**src/rtl/cevre_veriyolu_denetleyici_pkg.sv**
```systemverilog
// Shared definitions for the peripheral-bus controller: FSM state codes,
// default address-decode geometry, device indices and the latched request.
package cevre_veriyolu_denetleyici_pkg;

   // FSM state encodings
   localparam logic [1:0] BOSTA = 2'd0;
   localparam logic [1:0] ISTEK = 2'd1;
   localparam logic [1:0] BEKLE = 2'd2;

   // Default address-decode geometry
   localparam int VARSAYILAN_BOLGE_BITI      = 29;
   localparam int VARSAYILAN_CIHAZ_SECIM_LSB = 16;
   localparam int VARSAYILAN_CIHAZ_SECIM_BIT = 2;

   // Device indices on the select field
   localparam int CIHAZ_UART = 0;
   localparam int CIHAZ_SPI  = 1;
   localparam int CIHAZ_PWM  = 2;

   // One core request as latched by the controller and broadcast to devices
   typedef struct packed {
      logic [31:0] adres;
      logic [31:0] veri;
      logic [3:0]  maske;
      logic        yaz;
   } istek_t;

endpackage

```
**src/rtl/cevre_veriyolu_denetleyici_zaman_asimi_sayaci.sv**
```systemverilog
// Clear/enable cycle counter with a terminal-count flag. The count saturates
// at ZAMAN_ASIMI so the flag stays up until the owner clears it.
module zaman_asimi_sayaci #(
   parameter int ZAMAN_ASIMI = 255,
   parameter int SAYAC_BIT   = (ZAMAN_ASIMI < 2) ? 1 : $clog2(ZAMAN_ASIMI + 1)
) (
   input  logic clk_i,
   input  logic rst_i,
   input  logic temizle_i,
   input  logic etkin_i,
   output logic doldu_o
);

   logic [SAYAC_BIT-1:0] sayi;

   assign doldu_o = (sayi == SAYAC_BIT'(ZAMAN_ASIMI));

   // Count enabled cycles; clear has priority over counting
   always_ff @(posedge clk_i) begin
      // NOTE: registers use non-blocking assignment so every flop samples
      // pre-edge values and simulation matches the synthesised netlist.
      if (rst_i || temizle_i) begin
         sayi <= '0;
      end else if (etkin_i && !doldu_o) begin
         sayi <= sayi + 1'b1;
      end
   end

endmodule

```
**src/rtl/cevre_veriyolu_denetleyici.sv**
```systemverilog
// Peripheral-bus controller: registers one core request, decodes the target
// device from the address, runs a valid/busy handshake to it, waits for read
// data when needed and returns a one-cycle completion (or error) pulse.
module cevre_veriyolu_denetleyici
   import cevre_veriyolu_denetleyici_pkg::*;
#(
   parameter int CIHAZ_SAYISI    = 4,
   parameter int CIHAZ_SECIM_LSB = VARSAYILAN_CIHAZ_SECIM_LSB,
   parameter int CIHAZ_SECIM_BIT = VARSAYILAN_CIHAZ_SECIM_BIT,
   parameter int BOLGE_BITI      = VARSAYILAN_BOLGE_BITI,
   parameter int ZAMAN_ASIMI     = 255
) (
   input  logic                      clk_i,
   input  logic                      rst_i,
   input  logic                      cekirdek_istek_i,
   input  logic [31:0]               cekirdek_adres_i,
   input  logic [31:0]               cekirdek_veri_i,
   input  logic [3:0]                cekirdek_maske_i,
   input  logic                      cekirdek_yaz_i,
   output logic                      cekirdek_mesgul_o,
   output logic                      cekirdek_hazir_o,
   output logic                      cekirdek_hata_o,
   output logic [31:0]               cekirdek_veri_o,
   output logic [31:0]               cihaz_adres_o,
   output logic [31:0]               cihaz_veri_o,
   output logic [3:0]                cihaz_maske_o,
   output logic                      cihaz_yaz_o,
   output logic [CIHAZ_SAYISI-1:0]   cihaz_gecerli_o,
   input  logic [CIHAZ_SAYISI-1:0]   cihaz_mesgul_i,
   input  logic [32*CIHAZ_SAYISI-1:0] cihaz_oku_veri_i,
   input  logic [CIHAZ_SAYISI-1:0]   cihaz_veri_gecerli_i
);

   localparam logic [CIHAZ_SAYISI-1:0]    TEK_BIT  = CIHAZ_SAYISI'(1);
   localparam logic [CIHAZ_SECIM_BIT:0]   SAYI_SEL = (CIHAZ_SECIM_BIT + 1)'(CIHAZ_SAYISI);

   logic [1:0]                 durum;
   istek_t                     istek_q;
   logic [CIHAZ_SECIM_BIT-1:0] sel_q;

   logic [CIHAZ_SECIM_BIT-1:0] sel_w;
   logic                       cozum_ok;
   logic [CIHAZ_SAYISI-1:0]    secim_maskesi;
   logic                       kabul;
   logic                       veri_geldi;
   logic [31:0]                secili_veri;
   logic                       zaman_doldu;

   // Decode of the incoming core request
   assign sel_w    = cekirdek_adres_i[CIHAZ_SECIM_LSB +: CIHAZ_SECIM_BIT];
   assign cozum_ok = cekirdek_adres_i[BOLGE_BITI] && ({1'b0, sel_w} < SAYI_SEL);

   // Handshake qualifiers for the device selected by the latched request
   assign secim_maskesi = TEK_BIT << sel_q;
   assign kabul         = |(cihaz_gecerli_o & ~cihaz_mesgul_i);
   assign veri_geldi    = |(cihaz_veri_gecerli_i & secim_maskesi);

   assign cekirdek_mesgul_o = (durum != BOSTA);

   assign cihaz_adres_o = istek_q.adres;
   assign cihaz_veri_o  = istek_q.veri;
   assign cihaz_maske_o = istek_q.maske;
   assign cihaz_yaz_o   = istek_q.yaz;

   // Read-data mux: pick the 32-bit lane of the selected device
   always_comb begin
      // NOTE: a default before the loop keeps every path assigned, so no
      // latch is inferred for secili_veri.
      secili_veri = '0;
      for (int k = 0; k < CIHAZ_SAYISI; k++) begin
         if (sel_q == CIHAZ_SECIM_BIT'(k)) begin
            secili_veri = cihaz_oku_veri_i[32*k +: 32];
         end
      end
   end

   // Cycle budget for ISTEK+BEKLE; held clear while idle so it starts at 0
   zaman_asimi_sayaci #(
      .ZAMAN_ASIMI (ZAMAN_ASIMI)
   ) u_zaman_asimi_sayaci (
      .clk_i     (clk_i),
      .rst_i     (rst_i),
      .temizle_i (durum == BOSTA),
      .etkin_i   (durum != BOSTA),
      .doldu_o   (zaman_doldu)
   );

   // Controller FSM with registered handshake and completion outputs
   always_ff @(posedge clk_i) begin
      if (rst_i) begin
         durum            <= BOSTA;
         istek_q          <= '0;
         sel_q            <= '0;
         cihaz_gecerli_o  <= '0;
         cekirdek_hazir_o <= 1'b0;
         cekirdek_hata_o  <= 1'b0;
         cekirdek_veri_o  <= '0;
      end else begin
         // Completion outputs are single-cycle pulses unless set below
         cekirdek_hazir_o <= 1'b0;
         cekirdek_hata_o  <= 1'b0;
         cekirdek_veri_o  <= '0;

         case (durum)
            BOSTA: begin
               if (cekirdek_istek_i) begin
                  istek_q <= '{adres: cekirdek_adres_i, veri: cekirdek_veri_i,
                               maske: cekirdek_maske_i, yaz: cekirdek_yaz_i};
                  sel_q   <= sel_w;
                  if (cozum_ok) begin
                     durum           <= ISTEK;
                     cihaz_gecerli_o <= TEK_BIT << sel_w;
                  end else begin
                     cekirdek_hazir_o <= 1'b1;
                     cekirdek_hata_o  <= 1'b1;
                  end
               end
            end

            ISTEK: begin
               if (kabul && istek_q.yaz) begin
                  // Accepted write is the completion
                  cihaz_gecerli_o  <= '0;
                  cekirdek_hazir_o <= 1'b1;
                  durum            <= BOSTA;
               end else if (zaman_doldu) begin
                  cihaz_gecerli_o  <= '0;
                  cekirdek_hazir_o <= 1'b1;
                  cekirdek_hata_o  <= 1'b1;
                  durum            <= BOSTA;
               end else if (kabul) begin
                  // Accepted read: data valid in this cycle is not honoured
                  cihaz_gecerli_o <= '0;
                  durum           <= BEKLE;
               end
            end

            BEKLE: begin
               if (veri_geldi) begin
                  cekirdek_hazir_o <= 1'b1;
                  cekirdek_veri_o  <= secili_veri;
                  durum            <= BOSTA;
               end else if (zaman_doldu) begin
                  cekirdek_hazir_o <= 1'b1;
                  cekirdek_hata_o  <= 1'b1;
                  durum            <= BOSTA;
               end
            end

            default: begin
               cihaz_gecerli_o <= '0;
               durum           <= BOSTA;
            end
         endcase
      end
   end

endmodule

```
**config.mk**
```make
export PLATFORM = sky130hd
export DESIGN_NAME = cevre_veriyolu_denetleyici
export DESIGN_NICKNAME = d
export VERILOG_FILES = /design/src/rtl/cevre_veriyolu_denetleyici_pkg.sv /design/src/rtl/cevre_veriyolu_denetleyici_zaman_asimi_sayaci.sv /design/src/rtl/cevre_veriyolu_denetleyici.sv
export SDC_FILE = /design/constraint.sdc
export NUM_CORES = 1
export LEC_CHECK = 0
export ABC_AREA = 1
export CORE_MARGIN = 3
export CORE_UTILIZATION = 34
export CTS_BUF_LIST = sky130_fd_sc_hd__clkbuf_2
export DETAILED_ROUTE_END_ITERATION = 8
export PLACE_DENSITY = 0.79
export SETUP_SLACK_MARGIN = 0.05
export SLEW_MARGIN = 20
export SYNTH_ARGS = -nofsm -noshare
export SYNTH_HDL_FRONTEND = slang
export SYNTH_SLANG_ARGS = --single-unit
```
**constraint.sdc**
```tcl
create_clock -name clk_i -period 1.5 [get_ports clk_i]
set_clock_uncertainty 0.15 [all_clocks]
set_input_delay 0.15 -clock clk_i [delete_from_list [all_inputs] [get_ports clk_i]]
set_output_delay 0.15 -clock clk_i [all_outputs]
set_load 0.02 [all_outputs]
```
* Word level (Yosys, flattened, before mapping)
Index checks and enable logic that the tools add are counted.
** Cells by class
- Bitwise operators :: 5
- Muxes and demuxes :: 27
- Shifts and indexed selects :: 2
- Equality and inequality tests :: 10
- $add $sub $neg :: 1
- Reduce and logical (&&, ||, !) cells :: 13
** Operators by type and width (count)
- 2-to-1 mux 32 bit :: 4
- 2-to-1 mux 4 bit :: 5
- 2-to-1 mux 2 bit :: 7
- case mux 4 bit (3 select lines) :: 1
- adder 8 x 1 -> 8 bit, second input constant :: 1
- bitwise AND 4 bit :: 2
- equality test 8 bit, second input constant :: 1
- AND reduction 4 bit :: 2
- OR reduction 4 bit :: 2
- left shift 1 x 2 -> 4 bit, first input constant :: 2
- 2-to-1 mux 1 bit :: 7
- equality test 2 bit, second input constant :: 3
- case mux 1 bit (3 select lines) :: 2
- case mux 2 bit (3 select lines) :: 1
- equality test 2 x 1 -> 1 bit, second input constant :: 2
- zero test 2 bit :: 2
- inequality test 2 bit, second input constant :: 2
- inequality test 4 x 3 -> 1 bit, second input constant :: 1
- inverter 4 bit :: 1
- inequality test 3 x 2 -> 1 bit, second input constant :: 1
- OR reduction 3 bit :: 1
- logical AND 1 bit :: 2
- inverter 1 bit :: 2
- AND reduction 2 bit :: 1
- 3 further kinds :: 3
** Storage, ports and cells
- Logic and storage cells :: 69
- Output and inout port bits :: 108
- Register bits after elaboration :: 119

* Depth between registers and ports, before layout
- Depth after elaboration :: 7
- Depth in mapped cells :: 10
- Gate-level depth less buffers :: 10

* Cells and area by module
Synthesis repeated with hierarchy kept, for this count alone.
** Unflattened totals
- Cell total of the unflattened synthesis :: 672
- Area, all modules :: 4889.7 um^2
** Modules (own cells, without submodules)
- cevre_veriyolu_denetleyici :: cells an instance 600, times used 1, area each 4433.0 um^2, sequential area each 2182.1 um^2
- zaman_asimi_sayaci :: cells an instance 72, times used 1, area each 456.7 um^2, sequential area each 160.2 um^2

* Worst setup path after synthesis
Ideal clock, no wire load.
- Kind :: register to register
- Start :: reg, netlist name cihaz_adres_o[16]
- End :: reg cekirdek_veri_o[0]
- Stages on the path, launching flop included :: 9
- Data required time :: 1.288 ns
- Arrival time :: 1.457 ns
- Path slack :: -0.169 ns
- Clock period less this slack :: 1.669 ns
- Path through :: dfxtp_1 > buf_4 > nand3_1 > nand2_1 > o21ai_1 > or2_1 > buf_2 > buf_6 > nor2_2
** RTL lines
- to (signal assigned) :: RTL line cevre_veriyolu_denetleyici.sv:141 : cekirdek_veri_o <= secili_veri;
- to (decl) :: RTL line cevre_veriyolu_denetleyici.sv:23 : output logic [31:0] cekirdek_veri_o,

* Worst setup path in the final report
- Start :: reg durum[0]
- End :: reg istek_q, in the netlist cihaz_veri_o[12]
** Between the ends
- Cells in the longest elaborated chain, start to end :: 2
** RTL lines
- from (decl) :: RTL line cevre_veriyolu_denetleyici.sv:37 : logic [1:0] durum;
- from (signal assigned) :: RTL line cevre_veriyolu_denetleyici.sv:91 : durum <= BOSTA;
- from (signal assigned) :: RTL line cevre_veriyolu_denetleyici.sv:111 : durum <= ISTEK;
- from (signal assigned) :: RTL line cevre_veriyolu_denetleyici.sv:125 : durum <= BOSTA;
- zero test 2 bit :: RTL line cevre_veriyolu_denetleyici.sv:104 : case (durum)
- AND reduction 2 bit (no line)
- to (signal assigned) :: RTL line cevre_veriyolu_denetleyici.sv:107 : istek_q <= '{adres: cekirdek_adres_i, veri: cekirdek_veri_i,
- to (decl) :: RTL line cevre_veriyolu_denetleyici.sv:38 : istek_t istek_q;
No other way between the ends.
A chain may end at the register's enable or synchronous reset.

==> impl_results.md <==
* Clock Tree Root: clkbuf_2
* Failing checks: negative setup slack
* Nets at 1491
* Flops & latches, synth at 117
* Setup TNS at -24.47 ns
* Inst Count DP at 1195
* Skew-Pair Late Insertion Delay at 0.71 ns
* Core footprint at 14000 sq um
* Post-Syn Instances at 695
* Vias in the first global route at 7602
* Worst reg2reg path startpoint: durum[0]
* Die area at 16100 sq um
* Min Tclk post-route at 1.86 ns
* First-pass DRT Iterations at 7
* R2r setup slk at -0.36 ns
* First-pass GRT wire length at 40.4 mm
* P_leak at 0.00547 uW
* Yosys cell types at 22
* Rows at 43
* Worst hold path depth at 5
* Worst EP arrival at 2.33 ns
* Mapped Area at 4950 sq um
* Clock slew at reported path FFs at 0.24 ns
* Worst setup margin at -0.358 ns
* Final setup violation count at 157
* Worst hold start: cihaz_oku_veri_i[31]
* Top-level I/O count at 316
* Peak Freq at 538 MHz
* Setup CP Type: reg2reg
* Drt drc at 0
* Commonest non-fill, non-tap cell in the layout: clkdlybuf4s50_1
* Pint at 10600 uW
* Bufs on Longest Clock Path at 2
* Hold Vio Cnt, Final at 0
* Comb pwr share at 0.622
* Fraction of layout cells with a size suffix above 1 at 0.459
* EDFF count, synth at 0
* Filler cell count at 459
* Max IR drop VDD at 949 uV
* Syn_nets at 908
* Clock Power Share at 0.135
* Most frequent cells in the layout: clkdlybuf4s50_1 (207), dlygate4sd3_1 (154), buf_6 (123)
* Yosys warnings at 0
* Number of max-cap violations at 0
* Critical-path maximum fanout at 8
* Final wirelength at 34.7 mm
* Starting density of the core at 0.353
* Power Density at 1430 nW/um^2
* Post-DRT Antenna Nets at 0
* Number of buffers created by CTS at 17
* CTS H-Tree Depth at 4
* Worst reg-to-reg path cell count at 9
* Switching portion of total power at 0.427
* Non-Filler Instances at 1475
* Slew margin rel. at 0.560
* IO buf count at 315
* Wire per inst at 23.5 um
* Hpwl dp at 14.7 mm
* Cell Chain, Critical Path: inv_2, ha_4, buf_4, buf_12, nand2_8, inv_16, buf_12, nor2_1, nor2_1
* Worst path slowest cell: dfxtp_2
* Synthesis-to-layout area growth at 160%
* CP startpoint kind: register
* CP Capture Type: register
* TritonCTS Sinks at 117
* Crit-path max cell delay at 0.36 ns
* Die Ht at 127 um
* Synth Flop Type: dfxtp_1
* Vias per cell at 5.56
* Measured slew at the worst slew-check pin at 0.657 ns
* Hold EP: cekirdek_veri_o[31]
* Min-Delay Path Class: in2reg
* Post-Syn Area per Cell at 7.13 sq um
* CP required at 1.97 ns
* 1st-iter DRT viols at 714
* Net Sw Power at 7870 uW
* Die width at 127 um
* Remaining global-route overflow at 0
* Largest net degree at the start of global routing at 40
* CTS tree: done
* Seq/Total Area, Yosys at 0.473
* Initial antenna violation count at 4
* Core Util, Final at 0.919
* Outcome: complete, but fails checks
* Max Slew Vio Count at 0
* Flop pwr share at 0.243
* Worst r2r dst: cihaz_veri_o[12]
* Unrepaired setup endpoints after global routing: yes
* Total Routing Usage GR at 0.319
* Vias at 8201
* Final period utilization at 1.24
* GPL Wtd Cong at 0.928
* Fraction of registers with async set/reset at 0
[routing by layer]
metal | wire length, um | GRT usage | vias up
met5 | 7 | 0 | -
met4 | 2430 | 0.155 | 2
met3 | 3840 | 0.113 | 227
met2 | 16900 | 0.567 | 711
met1 | 11600 | 0.333 | 3820
li1 | - | - | 3441
[through the flow]
step	total power [uW]	instance area (sq um)	setup WS (ns)	hold slack, ns
floorplan	7420	5050	0.00696	0.146
global placement	10300	8660	-0.228	0.283
detailed placement	10400	8660	-0.281	0.300
CTS	14200	11100	-0.431	0.00422
global route	19000	12900	-0.415	0.0487
finish	18400	12900	-0.358	0.0763
[cell usage after synthesis (5+ instances only)]
| cell | n | area (sq um) |
|---|---|---|
| clkbuf_1 | 32 | 120 |
| nand2_1 | 97 | 364 |
| ha_1 | 5 | 62.6 |
| dfxtp_1 | 117 | 2340 |
| nor2_1 | 152 | 571 |
| nand3_1 | 54 | 270 |
| o21ai_0 | 135 | 676 |
| inv_1 | 30 | 113 |
| a21oi_1 | 14 | 70.1 |
| buf_2 | 6 | 30.0 |
| nor2_2 | 33 | 206 |
[logic make-up (layout without fill, tap and decap cells)]
kind of cell / count (synthesis) / count (layout) / synth area share
DFF: 117 / 117 / 0.473
other: 0 / 4 / 0
buffers and inverters: 73 / 667 / 0.0621
adders and majority gates: 5 / 5 / 0.0126
AOI/OAI and AO/OA: 154 / 154 / 0.156
and+or+nand+nor: 346 / 348 / 0.296
[registers in the layout, summed over array words and instances (netlist names)]
name and cells:
cekirdek_veri_o 32, cekirdek_hata_o 1, cekirdek_hazir_o 1, cihaz_adres_o 32
u_zaman_asimi_sayaci.sayi 8, durum 2, cihaz_yaz_o 1, cihaz_veri_o 32
cihaz_maske_o 4, cihaz_gecerli_o 4
[how the worst max path moves through the flow]
stage                                 startpoint                   to  slack [ns]  cells after the start
global placement         cihaz_veri_gecerli_i[3]   cekirdek_veri_o[4]       -0.23                      7
CTS                                     durum[1]    cekirdek_mesgul_o       -0.43                      5
detailed placement       cihaz_veri_gecerli_i[1]  cekirdek_veri_o[27]       -0.28                      7
floorplan           u_zaman_asimi_sayaci.sayi[0]             durum[0]       0.007                     10
global route                            durum[0]    cekirdek_mesgul_o       -0.41                      5
finish                                  durum[0]     cihaz_veri_o[12]       -0.36                      9
[critical path: cells and delay by family (launching register included)]
kind	cells	cell delay, ns
buf+inv	5	0.65
simple gates	3	0.46
flops	1	0.36
fa+ha+maj	1	0.17
[area by class of cell]
| class | count | area, sq um | area share |
|---|---|---|---|
| diodes | 4 | 10.0 | 0.000776 |
| clock buffers | 18 | 90.1 | 0.00698 |
| clock inverters | 14 | 185 | 0.0143 |
| inverters | 31 | 145 | 0.0112 |
| multi-input cells | 507 | 3280 | 0.254 |
| flip-flops and latches | 117 | 2510 | 0.194 |
| well taps | 180 | 225 | 0.0175 |
| repair buffers | 603 | 6450 | 0.500 |
| repair inverters | 1 | 16.3 | 0.00126 |
[power groups by stage]
stage | combinational [uW] | clock (uW) | sequential [uW]
final | 11500 | 2490 | 4480
after global routing | 11900 | 2580 | 4530
after CTS | 7430 | 2430 | 4310
after detailed placement | 6240 | 0 | 4160
after global placement | 6170 | 0 | 4130
after floorplan | 2560 | 0 | 4860
[what timing repair did]
item / 4_1_cts / 5_1_grt
gates cloned: 3 / 26
resized for setup: 812 / 298
setup endpoints to repair: 224 / 224
hold buffers: 153 / 1
endpoints found under the hold margin: 98 / 1
setup buffers: 17 / 48
pin swaps: 12 / 58
No activity file was read; power rests on OpenSTA's default activity.
